$ cat config.mk
export PLATFORM = sky130hd
export DESIGN_NAME = pipeline_hazard_ctrl
export DESIGN_NICKNAME = d
export VERILOG_FILES = /design/src/rtl/pipeline_hazard_ctrl.sv
export SDC_FILE = /design/constraint.sdc
export NUM_CORES = 1
export LEC_CHECK = 0
export CAP_MARGIN = 20
export CORE_ASPECT_RATIO = 0.9
export CORE_MARGIN = 5
export CORE_UTILIZATION = 30
export CTS_CLUSTER_DIAMETER = 30
export CTS_CLUSTER_SIZE = 20
export DETAILED_ROUTE_END_ITERATION = 8
export GPL_TIMING_DRIVEN = 1
export PLACE_DENSITY = 0.51
export SYNTH_ARGS = -nofsm -noshare
export SYNTH_HDL_FRONTEND = slang
export SYNTH_SLANG_ARGS = --single-unit
$ cat constraint.sdc
create_clock -name clk -period 2.2 [get_ports clk]
set_input_delay 0.44 -clock clk [delete_from_list [all_inputs] [get_ports clk]]
set_output_delay 0.44 -clock clk [all_outputs]
set_load 0.05 [all_outputs]
$ cat src/rtl/pipeline_hazard_ctrl.sv
// pipeline_hazard_ctrl: stall/flush sequencer for load-use, redirect, memory wait and mul/div hazards
module pipeline_hazard_ctrl #(
  parameter int MD_CYCLES   = 32,
  parameter int MD_CNT_W    = 6,
  parameter int MEM_TIMEOUT = 255
) (
  input  logic       clk,
  input  logic       rst_n,
  input  logic       cpu_en,
  input  logic [4:0] id_rs,
  input  logic [4:0] id_rt,
  input  logic       id_uses_rs,
  input  logic       id_uses_rt,
  input  logic       ex_mem_read,
  input  logic [4:0] ex_rd,
  input  logic       ex_shouldJumpOrBranch,
  input  logic       ex_md_start,
  input  logic       mem_req,
  input  logic       mem_ready,
  output logic       pc_hold,
  output logic       id_shouldStall,
  output logic       ifid_flush,
  output logic       idex_flush,
  output logic       ex_hold,
  output logic       mem_bubble,
  output logic       wb_bubble,
  output logic       md_done,
  output logic       mem_timeout,
  output logic [1:0] ctrl_state
);
  localparam int TW = $clog2(MEM_TIMEOUT + 1);
  typedef enum logic [1:0] {RUN = 2'd0, MEM_WAIT = 2'd1, MD_BUSY = 2'd2} state_t;
  state_t state_q, state_d;
  logic [MD_CNT_W-1:0] cnt_q, cnt_d;
  logic [TW-1:0] tcnt_q, tcnt_d;
  logic tout_q, tout_d, done_q, done_d, lu_q, lu_d;
  logic mem_stall, load_use;
  assign mem_stall = mem_req & ~mem_ready;
  assign load_use = ex_mem_read & (ex_rd != 5'd0) &
                    ((id_uses_rs & (id_rs == ex_rd)) | (id_uses_rt & (id_rt == ex_rd)));
  always_ff @(posedge clk or negedge rst_n)
    if (!rst_n) begin
      state_q <= RUN;
      cnt_q   <= '0;
      tcnt_q  <= '0;
      tout_q  <= 1'b0;
      done_q  <= 1'b0;
      lu_q    <= 1'b0;
    end else if (cpu_en) begin
      state_q <= state_d;
      cnt_q   <= cnt_d;
      tcnt_q  <= tcnt_d;
      tout_q  <= tout_d;
      done_q  <= done_d;
      lu_q    <= lu_d;
    end
  // lu_q limits a load-use stall to a single cycle even if ID/EX inputs linger
  always_comb begin
    state_d = state_q;
    cnt_d   = cnt_q;
    tcnt_d  = tcnt_q;
    tout_d  = tout_q;
    done_d  = 1'b0;
    lu_d    = 1'b0;
    case (state_q)
      RUN:
        if (mem_stall) state_d = MEM_WAIT;
        else if (ex_md_start) begin
          state_d = MD_BUSY;
          cnt_d   = MD_CNT_W'(MD_CYCLES - 1);
        end else lu_d = ~ex_shouldJumpOrBranch & load_use & ~lu_q;
      MEM_WAIT:
        if (mem_ready) begin
          state_d = RUN;
          tcnt_d  = '0;
        end else begin
          tcnt_d = tcnt_q + TW'(tcnt_q != TW'(MEM_TIMEOUT));
          tout_d = tout_q | (tcnt_d == TW'(MEM_TIMEOUT));
        end
      MD_BUSY: begin
        cnt_d = cnt_q - MD_CNT_W'(cnt_q != '0);
        if (cnt_q <= MD_CNT_W'(1)) begin
          state_d = RUN;
          done_d  = 1'b1;
        end
      end
      default: state_d = RUN;
    endcase
  end
  always_comb begin
    pc_hold        = 1'b0;
    id_shouldStall = 1'b0;
    ifid_flush     = 1'b0;
    idex_flush     = 1'b0;
    ex_hold        = 1'b0;
    mem_bubble     = 1'b0;
    wb_bubble      = 1'b0;
    if (!rst_n) begin
    end else if (!cpu_en) begin
      pc_hold        = 1'b1;
      id_shouldStall = 1'b1;
      ex_hold        = 1'b1;
    end else
      case (state_q)
        RUN:
          if (mem_stall) {pc_hold, id_shouldStall, ex_hold, wb_bubble} = 4'hf;
          else if (ex_md_start) {pc_hold, id_shouldStall, ex_hold, mem_bubble} = 4'hf;
          else if (ex_shouldJumpOrBranch) {ifid_flush, idex_flush} = 2'b11;
          else if (lu_d) {pc_hold, id_shouldStall, idex_flush} = 3'b111;
        MEM_WAIT: if (!mem_ready) {pc_hold, id_shouldStall, ex_hold, wb_bubble} = 4'hf;
        MD_BUSY: {pc_hold, id_shouldStall, ex_hold, mem_bubble} = 4'hf;
        default: ;
      endcase
  end
  assign md_done     = done_q & cpu_en & rst_n;
  assign mem_timeout = tout_q;
  assign ctrl_state  = state_q;
endmodule

==> flow_summary.toml <==
[status]
run_status = "finished with violations"
failed_checks = "setup timing"

[worst_setup_path]
max_stage_delay_ns = 0.54
end_kind = "output port"
crit_fanout = 3
worstSetupStartpoint = "ctrl_state[1]$_DFFE_PN0P_"
cp_cell_sequence = "or4_4 -> or3_4 -> o21bai_4 -> buf_12"
critPathLaunchType = "register"
criticalPathCategory = "register to output port"
regToRegStartpoint = "cnt_q[4]$_DFFE_PN0P_"
cp.required_ns = 1.76
cp_slowest_cell = "or4_4"
crit_arrival_ns = 1.89

[clocking]
clk_latency_ns = 0.25
clock_path_buffers = 2
clock-sinks = 19
htreeDepth = 1
tritoncts = "done"
cts.clk_slew.worst_paths_ns = 0.07
cts_buffers = 3
cts-root-buf = "clkbuf_8"

[synth]
synth_area_leader_cell = "dfrtp_1"
yosys.area_share.xor_xnor_pct = 8.103
yosysWarnings = 0
synthesis.area_sq_um = 1405
synth_mux_area_share_pct = 0
avgSynthCellArea_sq_um = 8.516
yosysTopAreaCellShare_pct = 33.84
synth.distinct_cells = 49
synth_compound_area_share_pct = 23.24
synth_area_leaders = "dfrtp_1 34%, xor2_1 6.2%, nor2_1 4.0%, nand2_1 3.7%, ha_1 3.6%"
synth_top_family_by_area = "simple AND/OR/NAND/NOR gates"
syn_nets = 194
synthAdderAreaFrac_pct = 3.562
yosys_register_bits = 19
yosys.area_share.simple_pct = 25.29
ys_seq_area_share_pct = 33.84
syn_inst = 165

[run]
cap_violations = 0

[route]
wirelength_mm = 4.185
drc = 0
vias = 1510
antenna_left = 0
routed_via_density = 5.084
wl_per_cell_microns = 14.09
drtIter0Drc = 68
drt-pass1-iter-count = 4

[floorplan]
ios = 36
initial_core_util_pct = 31.30
die_x_microns = 82.14
die_height_microns = 74.93
die_area_sq_um = 6154
row_count = 23
core-area_sq_um = 4489

[global_route]
grt_antenna_before_repair = 0
grt_max_degree = 20
grt_pass1_wl_mm = 7.038
grt.overflow.total = 0
grt_pass1_vias = 1495
grt_use_total_pct = 14.56

[finish]
multi_input_area_sq_um = 965.9
seq_area_sq_um = 478.0
drive_gt1_share_pct = 34.47
diodes = 0
fill_cells = 453
fin_util_pct = 51.53
finish.net_count = 265
syn_to_final_growth_pct = 64.65

[place]
place.gp.congestion = 0.8044
portBuffers = 35
dp_hpwl_mm = 3.230
place_ws_ns = -0.4238

[sta]
fin_crit_ns = 2.325
rsz0062_at_grt = "true"
fmaxAchievable_ghz = 0.4300
final.setup.worst_slack_ns = -0.1254
setup_viol = 3
slew_headroom_pct = 66.58
post-route-period-util_pct = 105.7
hold_violations = 0
worst_pin_slew_ns = 0.4998
skew_ns = 0.003134
maxSlewViolCount = 0

[pwr]
p_total_uw = 1633
ir_drop_mv = 0.6207
powerDensity_nw_per_um2 = 706.1
p_leak_uw = 0.001008

[hold_path]
min_path_type = "primary input to asynchronous set/reset pin"
-- state kept, by name, summed over array words and instances, names as in the netlist --
signal       count
tcnt_q           8
mem_timeout      1
done_q           1
ctrl_state       2
cnt_q            6
lu_q             1
-- layout make-up --
class / instances / share of cell area (%)
tap: 62 / 3.353
clock buffer: 4 / 1.947
sequential: 19 / 20.66
multi-input combinational: 127 / 41.75
timing repair buffer: 76 / 30.83
inverter: 9 / 1.460
-- metal layers --
layer,GRT usage [%],wire (microns)
met3,3.708,353
met1,18.14,1835
met4,4.797,33
met2,24.66,1962
met5,0,0
-- kinds of logic (layout without fill, tap and decap cells) --
family / Yosys count / in the layout
and+or+nand+nor: 66 / 66
xor gates and xnor gates: 13 / 13
DFF: 19 / 19
buffers and inverters: 19 / 89
AOI/OAI and AO/OA: 44 / 44
adders and majority gates: 4 / 4
-- worst max-delay path, delay by kind of cell (launching register included) --
family | cells | cell delay (ns)
AND/OR/NAND/NOR | 2 | 0.93
buffers and inverters | 1 | 0.15
AO/OA/AOI/OAI | 1 | 0.14
flip-flops | 1 | 0.41
-- synthesized netlist by cell type, drive strengths merged --
cell type  number
a41o            1
o211ai          2
nand3           6
or2             1
nand4b          1
nor2           15
and2            2
xnor2           3
or3             2
buf             3
nor2b           6
o21ba           1
o21bai          3
or3b            1
and3            5
a41oi           2
a22o            3
nor3            3
a211oi          1
o41ai           1
a32oi           2
a311o           1
a31oi           7
dfrtp          19
ha              4
xor2           10
inv             9
nand4bb         1
nand4           1
a21oi           1
o21ai           9
a221oi          2
nor3b           1
nand2          14
a21boi          1
o32ai           2
nor4            4
o21a            2
clkbuf          7
or4             3
o31ai           3
-- metrics by stage --
step	cells	hold WS [ns]	cell area (sq um)	setup TNS (ns)
2_1_floorplan	165	0.1444	1490	-0.3581
3_3_place_gp	288	0.4666	2190	-1.604
3_5_place_dp	288	0.4623	2190	-1.646
4_1_cts	295	0.4799	2271	-0.2735
5_1_grt	297	0.2523	2313	-0.6016
6_report	297	0.2231	2313	-0.2181
-- power breakdown --
part           switching (uW)  internal [uW]
combinational             455            418
sequential               73.6            438
clock                     120            129
-- what timing repair did --
action | in CTS | in global routing
pin swaps | 15 | 3
resized for setup | 48 | 7
endpoints found under the setup margin | 5 | 8
hold buffers | 0 | 0
setup buffers | 3 | 2
-- path summary, 6_finish.rpt --
path                                              to  slack [ns]  cells after the start
max                                       idex_flush       -0.13                      4
min reg2reg                  mem_timeout$_DFFE_PN0P_        0.47                      2
max in group asynchronous  ctrl_state[1]$_DFFE_PN0P_        1.75                      2
min                                 lu_q$_DFFE_PN0P_        0.22                      2
min in group clk             mem_timeout$_DFFE_PN0P_        0.47                      2
max reg2reg                     cnt_q[5]$_DFFE_PN0P_        0.12                      7
-- cells in the final DEF (no fill, tap or decap), types with 3 or more instances in the layout --
master            n
clkdlybuf4s50_1   8
nor2b_1           5
a22o_1            3
buf_12            7
xor2_1           10
dfrtp_1          17
buf_6             5
dlygate4sd2_1     8
a31oi_1           7
ha_1              3
o31ai_1           3
nor2_1           14
xnor2_1           3
o21ai_0           8
nand2_1          13
clkdlybuf4s15_1   3
inv_1             9
and3_1            5
nand3_1           4
buf_4            39
clkbuf_8          3
buf_2             4
No activity file was read; power rests on OpenSTA's default activity.
